[src/rtl/freq_gate_counter_if.sv]
// freq_gate_counter_if: measurement bus (SIG_IN/START/CONT in, FREQ_OUT/FREQ_VALID/BUSY/OVERFLOW out)
interface freq_gate_counter_if #(
  parameter int COUNT_W = 27
);
  logic               SIG_IN;
  logic               START;
  logic               CONT;
  logic [COUNT_W-1:0] FREQ_OUT;
  logic               FREQ_VALID;
  logic               BUSY;
  logic               OVERFLOW;
  modport master (
    output SIG_IN, START, CONT,
    input  FREQ_OUT, FREQ_VALID, BUSY, OVERFLOW
  );
  modport slave (
    input  SIG_IN, START, CONT,
    output FREQ_OUT, FREQ_VALID, BUSY, OVERFLOW
  );
endinterface

[src/rtl/freq_gate_counter.sv]
// freq_gate_counter: counts SIG_IN rising edges over a GATE_CYCLES window and latches the result
// Ports: CLK, RST (async, active-high), bus (slave): SIG_IN, START, CONT in; FREQ_OUT, FREQ_VALID, BUSY, OVERFLOW out.
// FREQ_COUNT_SAT_EN: edge counter saturates instead of wrapping.
module freq_gate_counter #(
  parameter int GATE_CYCLES = 100000000,
  parameter int COUNT_W     = 27,
  parameter int SYNC_STAGES = 2
) (
  input logic                CLK,
  input logic                RST,
  freq_gate_counter_if.slave bus
);
  localparam int GW = $clog2(GATE_CYCLES);
  typedef enum logic [1:0] {IDLE, ARM, GATE, LATCH} state_t;
  state_t             state, state_nxt;
  logic [SYNC_STAGES-1:0] sync;
  logic               hist, rise, gate_done, at_max;
  logic [GW-1:0]      gate_cnt;
  logic [COUNT_W-1:0] cnt, cnt_nxt, cnt_inc, freq, freq_nxt;
  logic               ovf, ovf_nxt, ovf_out, ovf_out_nxt, valid, valid_nxt, busy, busy_nxt;
  // Resetting to 1 keeps an input that is already high from looking like a rise.
  always_ff @(posedge CLK or posedge RST)
    if (RST) begin
      sync <= '1;
      hist <= 1'b1;
    end else begin
      sync <= {sync[SYNC_STAGES-2:0], bus.SIG_IN};
      hist <= sync[SYNC_STAGES-1];
    end
  assign rise = sync[SYNC_STAGES-1] & ~hist;
  assign gate_done = gate_cnt == GW'(GATE_CYCLES - 1);
  always_ff @(posedge CLK or posedge RST)
    if (RST) state <= IDLE;
    else state <= state_nxt;
  always_comb
    state_nxt = state == IDLE ? ((bus.START | bus.CONT) ? ARM : IDLE) :
                state == ARM  ? GATE :
                state == GATE ? (gate_done ? LATCH : GATE) :
                (bus.CONT ? ARM : IDLE);
  assign at_max = &cnt;
`ifdef FREQ_COUNT_SAT_EN
  assign cnt_inc = at_max ? cnt : cnt + COUNT_W'(1);
`else
  assign cnt_inc = cnt + COUNT_W'(1);
`endif
  always_comb begin
    cnt_nxt = state == ARM ? '0 : (state == GATE && rise) ? cnt_inc : cnt;
    ovf_nxt = state == ARM ? 1'b0 : ovf | (state == GATE && rise && at_max);
  end
  always_ff @(posedge CLK or posedge RST)
    if (RST) begin
      gate_cnt <= '0;
      cnt      <= '0;
      ovf      <= 1'b0;
    end else begin
      gate_cnt <= state == ARM ? '0 : state == GATE ? gate_cnt + GW'(1) : gate_cnt;
      cnt      <= cnt_nxt;
      ovf      <= ovf_nxt;
    end
  // Outputs are registered from the next state so they line up with the state they describe;
  // the latched count includes an edge seen in the final gate cycle.
  always_comb begin
    valid_nxt   = state_nxt == LATCH;
    busy_nxt    = state_nxt != IDLE;
    freq_nxt    = state_nxt == LATCH ? cnt_nxt : freq;
    ovf_out_nxt = state_nxt == LATCH ? ovf_nxt : ovf_out;
  end
  always_ff @(posedge CLK or posedge RST)
    if (RST) begin
      freq    <= '0;
      ovf_out <= 1'b0;
      valid   <= 1'b0;
      busy    <= 1'b0;
    end else begin
      freq    <= freq_nxt;
      ovf_out <= ovf_out_nxt;
      valid   <= valid_nxt;
      busy    <= busy_nxt;
    end
  assign bus.FREQ_OUT   = freq;
  assign bus.OVERFLOW   = ovf_out;
  assign bus.FREQ_VALID = valid;
  assign bus.BUSY       = busy;
endmodule

[src/flat_wrapper.sv]
// flat-port wrapper written by rule: the top's interface ports become plain ports
module freq_gate_counter_flat 
#(
  parameter int GATE_CYCLES = 100000000,
  parameter int COUNT_W     = 27,
  parameter int SYNC_STAGES = 2
)
  (CLK, RST, bus_SIG_IN, bus_START, bus_CONT, bus_FREQ_OUT, bus_FREQ_VALID, bus_BUSY, bus_OVERFLOW);
  freq_gate_counter_if #(.COUNT_W(COUNT_W)) bus_i ();
  input logic CLK;
  input logic RST;
  input wire logic [$bits(bus_i.SIG_IN)-1:0] bus_SIG_IN;
  input wire logic [$bits(bus_i.START)-1:0] bus_START;
  input wire logic [$bits(bus_i.CONT)-1:0] bus_CONT;
  output wire logic [$bits(bus_i.FREQ_OUT)-1:0] bus_FREQ_OUT;
  output wire logic [$bits(bus_i.FREQ_VALID)-1:0] bus_FREQ_VALID;
  output wire logic [$bits(bus_i.BUSY)-1:0] bus_BUSY;
  output wire logic [$bits(bus_i.OVERFLOW)-1:0] bus_OVERFLOW;
  assign bus_i.SIG_IN = bus_SIG_IN;
  assign bus_i.START = bus_START;
  assign bus_i.CONT = bus_CONT;
  assign bus_FREQ_OUT = bus_i.FREQ_OUT;
  assign bus_FREQ_VALID = bus_i.FREQ_VALID;
  assign bus_BUSY = bus_i.BUSY;
  assign bus_OVERFLOW = bus_i.OVERFLOW;
  freq_gate_counter #(.GATE_CYCLES(GATE_CYCLES), .COUNT_W(COUNT_W), .SYNC_STAGES(SYNC_STAGES)) u_core (.CLK(CLK), .RST(RST), .bus(bus_i));
endmodule
[config.mk]
export PLATFORM = sky130hd
export DESIGN_NAME = freq_gate_counter_flat
export DESIGN_NICKNAME = d
export VERILOG_FILES = /design/src/rtl/freq_gate_counter_if.sv /design/src/rtl/freq_gate_counter.sv /design/src/flat_wrapper.sv
export SDC_FILE = /design/constraint.sdc
export NUM_CORES = 1
export LEC_CHECK = 0
export CORE_AREA = 2 2 105 107
export DETAILED_ROUTE_END_ITERATION = 7
export DIE_AREA = 0 0 107 109
export HOLD_SLACK_MARGIN = 0.08
export PLACE_DENSITY_LB_ADDON = 0.3
export SYNTH_ARGS = -nofsm -noshare
export SYNTH_HDL_FRONTEND = slang
export SYNTH_SLANG_ARGS = --single-unit
export TNS_END_PERCENT = 5
[constraint.sdc]
create_clock -name CLK -period 3.5 [get_ports CLK]
set_clock_uncertainty 0.15 [all_clocks]
set_input_delay 0.525 -clock CLK [delete_from_list [all_inputs] [get_ports CLK]]
set_output_delay 0.525 -clock CLK [all_outputs]
set_load 0.01 [all_outputs]
; After elaboration in Yosys (flattened, before gate mapping)
; Index checks and enable logic that the tools add are counted.
; Widths: inputs -> output; s select.
[op_classes]
n_addsub = 2
mul = 0
div = 0
order_cmp = 0
n_eq_ne = 4
shift = 0
muxes = 11
bitwise_logic = 4
n_reduce_logical = 6
[ops]
columns = op, count
row1 = $mux 27, 4
row2 = $add 27x1->27 const B, 2
row3 = $eq 27x27->1 const B, 1
row4 = $reduce_and 27->1, 1
row5 = $mux 2, 3
row6 = $eq 2x2->1 const B, 2
row7 = $mux 1, 4
row8 = $reduce_bool 2->1, 2
row9 = $eq 2x1->1 const B, 1
row10 = $logic_and 1x1->1, 2
row11 = $logic_not 2->1, 1
row12 = $or 1x1->1, 2
row13 = $and 1x1->1, 1
row14 = $not 1->1, 1
[word_totals]
reg_bits = 90
latch_bits = 0
mem_bits_rw = 0
mem_bits_ro = 0
input_bits = 5
out_inout_bits = 30
elab_cells = 37
mem_count = 0

; Longest topological paths before layout
; Gate-level depths: netlist of run 1.
[logic_depth]
depth_word = 6
depth_mapped = 9
ltp_nobuf = 7

; Worst setup path after synthesis of run 1
; Ideal clock, no wire load.
[synth_timing]
path_type = flip-flop to flip-flop
start = register u_core.state[0]
end = register u_core.freq[16] (netlist: u_core.bus.FREQ_OUT[16])
setup_time_ns = 0.064
t_arrival_ns = 2.273
required_time_ns = 3.286
setup_slack_ns = 1.012
stages_incl_launch_ff = 9
path_buffers = 1
period_less_slack_ns = 2.488
path_cell_list = dfrtp_1 > inv_1 > ha_1 > nand4b_4 > or4_1 > clkbuf_1 > or4_1 > a21oi_1 > mux2_2
[synth_via]
elab_cells_between_ends = 10
classes_between = eq/ne (3) / mux (5) / reduce/logical (2)
[synth_rtl]
columns = item, line
row1 = from (decl), freq_gate_counter.sv:15  ; state_t state, state_nxt;
row2 = from (signal assigned), freq_gate_counter.sv:34  ; else state <= state_nxt;
row3 = $eq 2x2->1, freq_gate_counter.sv:47  ; cnt_nxt = state == ARM ? '0 : (state == GATE && rise) ? cnt_inc : cnt;
row4 = $logic_and 1x1->1, freq_gate_counter.sv:47
row5 = $mux 27, freq_gate_counter.sv:47
row6 = $mux 27 *, freq_gate_counter.sv:47
row7 = named net u_core.cnt_nxt[16], freq_gate_counter.sv:19  ; logic [COUNT_W-1:0] cnt, cnt_nxt, cnt_inc, freq, freq_nxt;
row8 = to (signal assigned), freq_gate_counter.sv:75  ; freq <= freq_nxt;
row9 = to (decl), freq_gate_counter.sv:19
; The timed path passes the listed nets; every way through them passes the cells marked *.
; A chain may end at the register's enable or synchronous reset.

; Worst setup path in the final report of run 1
[layout_timing]
start = register u_core.state[0]
end = register u_core.freq[22] (netlist: u_core.bus.FREQ_OUT[22])
; Same word-level chain as after synthesis.

==> flow_summary_export.csv, run 1 <==
group,metric,value,unit
sta,setup_viol_count_final,0,
clocking,insertion_delay,0.36,ns
power_and_ir_drop,power-per-cell-area,422,nW/um^2
critical_path,end_kind,"flop",
clocking,post_cts_buffers,0,
global_route,grt_usage,15.9,%
clocking,numCtsBuffers,9,
critical_path,cp-startpoint,"u_core.state[0]",
floorplanning,std_cell_rows,38,
sta,finalCriticalPeriod,2.87,ns
synthesis,yosysTopAreaCell,"dfrtp_1",
critical_path,reg2reg_slack,0.63,ns
synthesis,synth.area.top_cells,"dfrtp_1 52%, mux2_2 5.1%, xnor2_1 3.5%",
global_route,grt_pass1_wl,14.7,mm
synthesis,synth.avg_cell_area,10.8,um^2
sta,finalCritPeriodShare,82.0,%
route,drt-initial-drc-count,132,
global_route,use_met1,19.9,%
route,drt-total-wl,8.37,mm
synthesis,syn_inst,392,
min_path,min_delay_worst_endpoint,"u_core.sync[1]",
layout,drive_gt1_share,13.2,%
sta,slew_violations,0,
sta,rsz0062_at_grt,"false",
critical_path,critPathKind,"flop to flop",
critical_path,crit_family,"simple AND/OR/NAND/NOR gates",
floorplanning,dieArea,11700,um^2
global_route,gr-max-usage-layer,"met2",
clocking,postCtsHoldBufs,0,
layout,nets,436,
outcome,outcome,"complete, no violations",
sta,setup-tns-final,0,ns
critical_path,crit_path_frequent_cell,"or4_1",
synthesis,synth_flop_cell,"dfrtp_1",
critical_path,r2r_end,"u_core.bus.FREQ_OUT[22]",
placement,placed_cells,555,
placement,gp_congestion,0.778,
critical_path,critPathMaxFanout,16,
route,routedWlPerCell,14.7,um
synthesis,synthArstFlopShare,100,%
sta,slew_headroom,48.2,%
min_path,hp-start,"u_core.sync[0]",
placement,dp_hpwl,5.77,mm
synthesis,ys_seq_area_share,53.5,%
clocking,ctsResizeCount,0,
power_and_ir_drop,power,0.00208,W
layout,fin_cells,571,
route,detail_route.vias_per_cell,5.29,
critical_path,cp.required,3.65,ns
route,ant_nets,0,
route,drc_errors,0,
critical_path,r2r_cells,7,
floorplanning,die_w,107,um
floorplanning,start_util,39.8,%
global_route,grt_max_degree,54,
synthesis,synth_warnings,0,
critical_path,cp.arrival,3.02,ns
critical_path,cpPeakStageDelay,0.77,ns
layout,area_delta_synth_final,17.0,%
route,dr.pass1.iters,4,
critical_path,reg2reg_from,"u_core.state[0]",
min_path,min_delay_path_depth,0,
clocking,path_clk_slew,0.09,ns
floorplanning,io_pins,35,
synthesis,syn_nets,402,
synthesis,synth_top_cell_area_share,51.6,%
sta,worstMarginPinSlew,0.777,ns
placement,port_buffers,34,
synthesis,ys_seq_elements,90,
clocking,htree_levels,3,
synthesis,ys_types,44,
global_route,grt_util_met2,26.5,%
power_and_ir_drop,p_leak,2.10,nW
critical_path,worstSetupStartpointType,"flop",
floorplanning,die_y,109,um
sta,hold_violations,0,
global_route,grt_pass1_vias,3093,
clocking,cts.sinks,90,
critical_path,crit_chain,"inv_1 > ha_1 > nand4b_4 > or4_1 > or4_1 > a21oi_1 > mux2_2",
route,vias,3021,
clocking,clock-root-buffer,"clkbuf_8",
layout,antenna_cells,0,
min_path,min_path_type,"flop to flop",
power_and_ir_drop,ir_drop,0.241,mV
clocking,clockBufferDepth,2,
sta,fmax,349,MHz
clocking,cts_tree,"yes",
global_route,grt_antenna_before_repair,0,
floorplanning,coreArea,10600,um^2
critical_path,cpMaxStageDelayCell,"or4_1",
synthesis,synth_edf_count,0,
global_route,grt_overflow,0,
global_route,use_met3,4.30,%
critical_path,path_buf_inv,1,
synthesis,syn-cell-area,4220,um^2
job,max_cap_violations,0,
sequential cells by signal, summed over array words and instances (netlist names):
name and cells:
u_core.bus.FREQ_OUT 27, u_core.bus.FREQ_VALID 1, u_core.bus.OVERFLOW 1, u_core.sync 2, u_core.cnt 27, u_core.ovf 1, u_core.state 2, u_core.bus.BUSY 1
u_core.gate_cnt 27, u_core.hist 1
cell usage in the layout, fill, tap and decap left out, types with 6 or more instances in the layout:
cell | synthesis | layout
dfrtp_1 | 87 | 87
clkdlybuf4s50_1 | 0 | 34
nor2_1 | 30 | 30
a21oi_1 | 26 | 26
nand2_1 | 21 | 21
o21ai_0 | 21 | 21
nand3_1 | 20 | 20
mux2_2 | 19 | 19
xnor2_1 | 17 | 17
or3_1 | 15 | 15
inv_1 | 15 | 14
or4_1 | 12 | 12
nor3_1 | 10 | 10
nand4_1 | 9 | 9
o31ai_1 | 9 | 9
clkbuf_8 | 0 | 9
and3_1 | 7 | 7
xor2_1 | 6 | 6
mux2_4 | 6 | 6
stage by stage:
stage,utilization (%),area (um^2),setup WS [ns],hold slack [ns]
4_1_cts,46.5,4930,0.592,0.221
3_3_place_gp,44.3,4690,0.735,0.199
5_1_grt,46.5,4930,0.408,0.228
2_1_floorplan,-,4220,0.495,0.195
6_report,46.5,4930,0.631,0.211
3_5_place_dp,44.3,4690,0.629,0.199
cell families (layout without fill, tap and decap cells):
family	Yosys count	in the layout	share of synthesized area, %
DFF	90	90	53.5
buffers and inverters	31	70	3.47
muxes	27	27	7.68
adders and majority gates	5	5	1.48
and+or+nand+nor	150	150	20.0
xor gates and xnor gates	23	23	4.78
AOI/OAI and AO/OA	66	66	9.11
worst reg2reg max path, stage by stage, from the launching register on:
cell,delay (ns)
dfrtp_1,0.39
inv_1,0.09
ha_1,0.29
nand4b_4,0.18
or4_1,0.77
or4_1,0.58
a21oi_1,0.19
mux2_2,0.17
worst max-delay path by stage:
stage                               to  slack, ns  depth (start not counted)
2_1_floorplan          u_core.bus.BUSY       0.49                          1
3_3_place_gp   u_core.bus.FREQ_OUT[24]       0.73                          7
3_5_place_dp   u_core.bus.FREQ_OUT[16]       0.63                          7
4_1_cts        u_core.bus.FREQ_OUT[22]       0.59                          7
5_1_grt        u_core.bus.FREQ_OUT[16]       0.41                          7
6_report       u_core.bus.FREQ_OUT[22]       0.63                          7
power breakdown:
| group | leakage, nW | switching (W) | internal, W |
|---|---|---|---|
| sequential | 1.20 | 0.0000423 | 0.00107 |
| combinational | 0.775 | 0.0000727 | 0.0000422 |
| clock | 0.120 | 0.000377 | 0.000474 |
| total | 2.10 | 0.000492 | 0.00159 |
area by class of cell:
class	instances	area [um^2]
clock buffer	9	124
clock inverter	7	116
fill	979	5670
inverter	15	57.6
multi-input combinational	271	1820
sequential	90	2260
tap	140	175
timing repair buffer	39	390
per-layer routing:
metal,wire length [um],part of all wire [%]
met5,0,0
met4,144,1.7
met3,312,3.7
met1,3880,46
met2,4030,48
synth_stat cells, types with 9 or more instances:
library cell and n:
xnor2_1 17, nor3_1 10, o31ai_1 9, mux2_2 19
nor2_1 30, nand4_1 9, inv_1 15, or3_1 15
dfrtp_1 87, o21ai_0 21, nand2_1 21, a21oi_1 26
nand3_1 20, or4_1 12, clkbuf_1 11
(Power assumes the default switching activity.)
==> run 2, diff against run 1 <==
clock period = 2.85 ns   (was 3.5 ns; I/O delays follow)
==> flow_summary_export.csv, run 2 (synthesis gave the netlist of run 1 again) <==
group,metric,value,unit
placement,placed_cells,562,
min_path,min_path_type,"flop to flop",
sta,setup_viol_count_final,0,
sta,finalCriticalPeriod,2.66,ns
route,vias,3064,
sta,hold_violations,0,
sta,worstMarginPinSlew,0.657,ns
layout,multi_input_area,1820,um^2
placement,dp_hpwl,6.09,mm
critical_path,critPathMaxFanout,16,
clocking,path_clk_slew,0.09,ns
layout,layout_common_cells,"87 x dfrtp_1, 34 x clkdlybuf4s50_1, 30 x nor2_1, 26 x a21oi_1",
layout,drive_gt1_share,14.6,%
sta,fin_ws,0.186,ns
clocking,cts_tree,"yes",
layout,fin_cells,578,
critical_path,worstSetupStartpointType,"flop",
layout,layout_commonest_cell,"dfrtp_1",
route,dr.pass1.iters,4,
placement,gp_congestion,0.805,
outcome,outcome,"complete, no violations",
floorplanning,die_y,109,um
sta,slew_violations,0,
sta,slew_headroom,55.8,%
sta,fmax,375,MHz
floorplanning,start_util,39.8,%
sta,hold_slack,0.219,ns
floorplanning,dieArea,11700,um^2
layout,nets,443,
sta,rsz0062_at_grt,"false",
power_and_ir_drop,ir_drop,0.281,mV
route,detail_route.vias_per_cell,5.30,
clocking,cts.sinks,90,
layout,area_delta_synth_final,17.8,%
critical_path,cp.required,2.99,ns
floorplanning,coreArea,10600,um^2
floorplanning,std_cell_rows,38,
layout,finalInstanceArea,4970,um^2
sta,setup-tns-final,0,ns
global_route,grt_pass1_vias,3167,
layout,antenna_cells,0,
clocking,clockBufferDepth,2,
route,drt-initial-drc-count,142,
layout,seq_area,2260,um^2
clocking,htree_levels,3,
clocking,post_cts_buffers,0,
floorplanning,die_w,107,um
route,drc_errors,0,
job,max_cap_violations,0,
route,routedWlPerCell,15.0,um
sta,finalCritPeriodShare,93.5,%
global_route,grt_overflow,0,
floorplanning,io_pins,35,
global_route,grt_usage,16.4,%
global_route,grt_pass1_wl,15.3,mm
clocking,insertion_delay,0.35,ns
placement,pre_cts_ws,0.181,ns
global_route,grt_antenna_before_repair,0,
power_and_ir_drop,power-per-cell-area,499,nW/um^2
route,drt-total-wl,8.70,mm
power_and_ir_drop,p_leak,2.11,nW
critical_path,end_kind,"flop",
clocking,clock-root-buffer,"clkbuf_8",
clocking,numCtsBuffers,9,
route,ant_nets,0,
layout,n_fill_cell,978,
critical_path,critPathKind,"flop to flop",
placement,port_buffers,34,
placement,detailed_place.area,4750,um^2
global_route,grt_max_degree,30,
critical_path,cp.arrival,2.80,ns
==> run 2: changes by cell type in the layout (fill, tap and decap cells not counted) <==
cell,change
clkinvlp_4,+1
clkinv_4,+1
clkinv_2,-2
ha_1,-1
ha_2,+1
bufinv_16,-1
clkbuf_1,+1
buf_4,+7
==> run 2: layer usage <==
layer	global-route usage (%)	vias to the layer above	share of wire, %
met5	0	-	0
met4	3.90	0	0.80
met3	4.18	4	3.8
met2	28.2	47	50
met1	21.0	1525	45
li1	-	1488	-
==> run 2: power breakdown <==
part,internal (W),switching (W),leakage (nW)
Combinational,0.0000565,0.0000955,0.801
Sequential,0.00132,0.0000497,1.20
Clock,0.000498,0.000465,0.107
Total,0.00187,0.000611,2.11
==> run 2: stage by stage <==
step                utilization, %  total power, W
floorplan                        -         0.00149
global placement              44.8         0.00154
detailed placement            44.8         0.00155
CTS                           46.8         0.00252
global route                  46.9         0.00259
finish                        46.9         0.00248
==> run 2: final timing paths <==
check                                startpoint                 endpoint  slack [ns]  depth (start not counted)
worst min-delay path             u_core.sync[0]           u_core.sync[1]        0.22                          0
max in group asynchronous                   RST           u_core.sync[1]        1.64                          3
worst min register to register   u_core.sync[0]           u_core.sync[1]        0.22                          0
worst max-delay path            u_core.state[0]  u_core.bus.FREQ_OUT[24]        0.19                          8
worst max register to register  u_core.state[0]  u_core.bus.FREQ_OUT[24]        0.19                          8
min in group asynchronous                   RST      u_core.gate_cnt[13]        0.23                          2
==> run 2: area by class of cell <==
| cell class | count | share of cell area (%) |
|---|---|---|
| Multi-Input combinational cell | 271 | 36.6 |
| Clock inverter | 6 | 1.81 |
| Sequential cell | 90 | 45.4 |
| Clock buffer | 10 | 2.57 |
| Inverter | 15 | 1.21 |
| Timing Repair Buffer | 46 | 8.91 |
| Tap cell | 140 | 3.52 |
==> run 2: critical path, cell delays in order, from the launching register on <==
cell      delay (ns)
dfrtp_1         0.39
inv_1           0.09
ha_2            0.24
nand4b_4        0.12
or4_1           0.50
buf_4           0.19
or4_1           0.51
a21oi_1         0.23
mux2_2          0.19
==> run 2: what timing repair did <==
item	4_1_cts	5_1_grt
setup endpoints to repair	0	1
hold buffers	0	0
gates resized for setup	0	1
==> run 3, diff against run 2 <==
clock period = 3.3 ns   (was 2.85 ns; I/O delays follow)
==> flow_summary_export.csv, run 3 (synthesis gave the netlist of run 1 again) <==
group,metric,value,unit
outcome,outcome,"complete, no violations",
global_route,grt_overflow,0,
global_route,grt_pass1_wl,14.4,mm
route,drt-initial-drc-count,107,
critical_path,r2r_end,"u_core.bus.FREQ_OUT[6]",
clocking,numCtsBuffers,9,
clocking,post_cts_buffers,0,
clocking,clock-root-buffer,"clkbuf_8",
job,max_cap_violations,0,
critical_path,crit_end,"u_core.bus.FREQ_OUT[6]",
layout,area_delta_synth_final,17.3,%
sta,finalCritPeriodShare,88.5,%
floorplanning,die_w,107,um
route,ant_nets,0,
sta,finalCriticalPeriod,2.92,ns
critical_path,cp.required,3.39,ns
power_and_ir_drop,ir_drop,0.268,mV
clocking,htree_levels,3,
min_path,min_delay_path_depth,0,
sta,hold_violations,0,
critical_path,critPathKind,"flop to flop",
critical_path,end_kind,"flop",
route,dr.pass1.iters,7,
clocking,cts.sinks,90,
sta,slew_violations,0,
floorplanning,die_y,109,um
placement,dp_hpwl,5.84,mm
global_route,grt_usage,15.6,%
layout,n_fill_cell,1010,
clocking,path_clk_slew,0.09,ns
sta,fmax,342,MHz
critical_path,reg2reg_from,"u_core.gate_cnt[14]",
critical_path,crit_family,"simple AND/OR/NAND/NOR gates",
critical_path,critPathMaxFanout,12,
min_path,min_path_type,"flop to flop",
floorplanning,start_util,39.8,%
route,detail_route.vias_per_cell,5.31,
critical_path,path_buf_inv,1,
critical_path,cp.depth,6,
placement,gp_congestion,0.746,
critical_path,r2r_cells,6,
layout,layout_commonest_cell,"dfrtp_1",
critical_path,reg2reg_slack,0.38,ns
clocking,cts_tree,"yes",
power_and_ir_drop,p_leak,2.10,nW
floorplanning,coreArea,10600,um^2
placement,port_buffers,34,
critical_path,crit_chain,"nand3_2 > or4_1 > or4_4 > o22ai_2 > buf_4 > mux2_2",
global_route,grt_antenna_before_repair,0,
clocking,clockBufferDepth,2,
sta,worstMarginPinSlew,0.754,ns
floorplanning,std_cell_rows,38,
critical_path,cpMaxStageDelayCell,"or4_1",
clocking,ctsResizeCount,0,
route,drt-total-wl,8.50,mm
sta,setup_viol_count_final,0,
global_route,grt_max_degree,56,
clocking,postCtsHoldBufs,0,
floorplanning,dieArea,11700,um^2
layout,nets,437,
critical_path,cp.arrival,3.01,ns
layout,antenna_cells,0,
layout,layout_common_cells,"87 x dfrtp_1, 34 x clkdlybuf4s50_1, 30 x nor2_1, 26 x a21oi_1",
sta,setup-tns-final,0,ns
route,vias,3036,
route,routedWlPerCell,14.9,um
global_route,grt_pass1_vias,2996,
layout,drive_gt1_share,13.0,%
power_and_ir_drop,power,0.00221,W
route,drc_errors,0,
critical_path,cp-startpoint,"u_core.gate_cnt[14]",
layout,finalInstanceArea,4950,um^2
power_and_ir_drop,power-per-cell-area,448,nW/um^2
placement,detailed_place.area,4700,um^2
floorplanning,io_pins,35,
sta,rsz0062_at_grt,"false",
sta,slew_headroom,49.7,%
critical_path,worstSetupStartpointType,"flop",
critical_path,cpPeakStageDelay,0.54,ns
clocking,insertion_delay,0.36,ns
## run 3: cell count changes in the layout (fill, tap and decap cells not counted), sizes merged
| cell | change |
|---|---|
| buf | -6 |
| clkbuf | +2 |
| clkinvlp | -2 |
| bufinv | +1 |
| inv | -1 |
## run 3: worst min path at each step
stage / from / end / slack, ns
floorplan: u_core.sync[0] / u_core.sync[1] / 0.20
global placement: u_core.sync[0] / u_core.sync[1] / 0.20
detailed placement: u_core.sync[0] / u_core.sync[1] / 0.20
CTS: u_core.sync[0] / u_core.sync[1] / 0.21
global route: u_core.sync[0] / u_core.sync[1] / 0.21
finish: u_core.sync[0] / u_core.sync[1] / 0.20
## run 3: per-stage QoR
step / cells / utilization, % / worst slack, ns / hold slack, ns
after floorplan: 392 / - / 0.325 / 0.195
after global placement: 556 / 44.3 / 0.457 / 0.197
after detailed placement: 556 / 44.3 / 0.407 / 0.203
after CTS: 572 / 46.6 / 0.362 / 0.207
after global routing: 572 / 46.6 / 0.258 / 0.210
final: 572 / 46.6 / 0.379 / 0.201
## run 3: power breakdown
group	internal, W	switching (W)
clock network	0.000526	0.000384
registers	0.00114	0.0000440
logic	0.0000442	0.0000777
## run 3: final cells by class
| class | instances | area [um^2] | area share (%) |
|---|---|---|---|
| Clock buffer | 12 | 145 | 2.93 |
| Clock inverter | 4 | 98.8 | 2.00 |
| Inverter | 15 | 57.6 | 1.16 |
| Multi-Input combinational cell | 271 | 1820 | 36.7 |
| Sequential cell | 90 | 2260 | 45.6 |
| Tap cell | 140 | 175 | 3.54 |
| Timing Repair Buffer | 40 | 398 | 8.04 |
## run 3: metal layers
metal	share of wire [%]	GRT usage (%)	up-vias
met4	1.0	4.17	0
met5	0	0	-
met2	49	25.7	54
met3	3.1	4.06	9
met1	47	20.4	1496
li1	-	-	1477
## run 3: worst register-to-register path, delay by kind of cell (launching register included)
kind,cells,cell delay [ns]
buffers and inverters,1,0.32
AO/OA/AOI/OAI,1,0.36
AND/OR/NAND/NOR,3,1.18
flip-flops,1,0.44
multiplexers,1,0.36
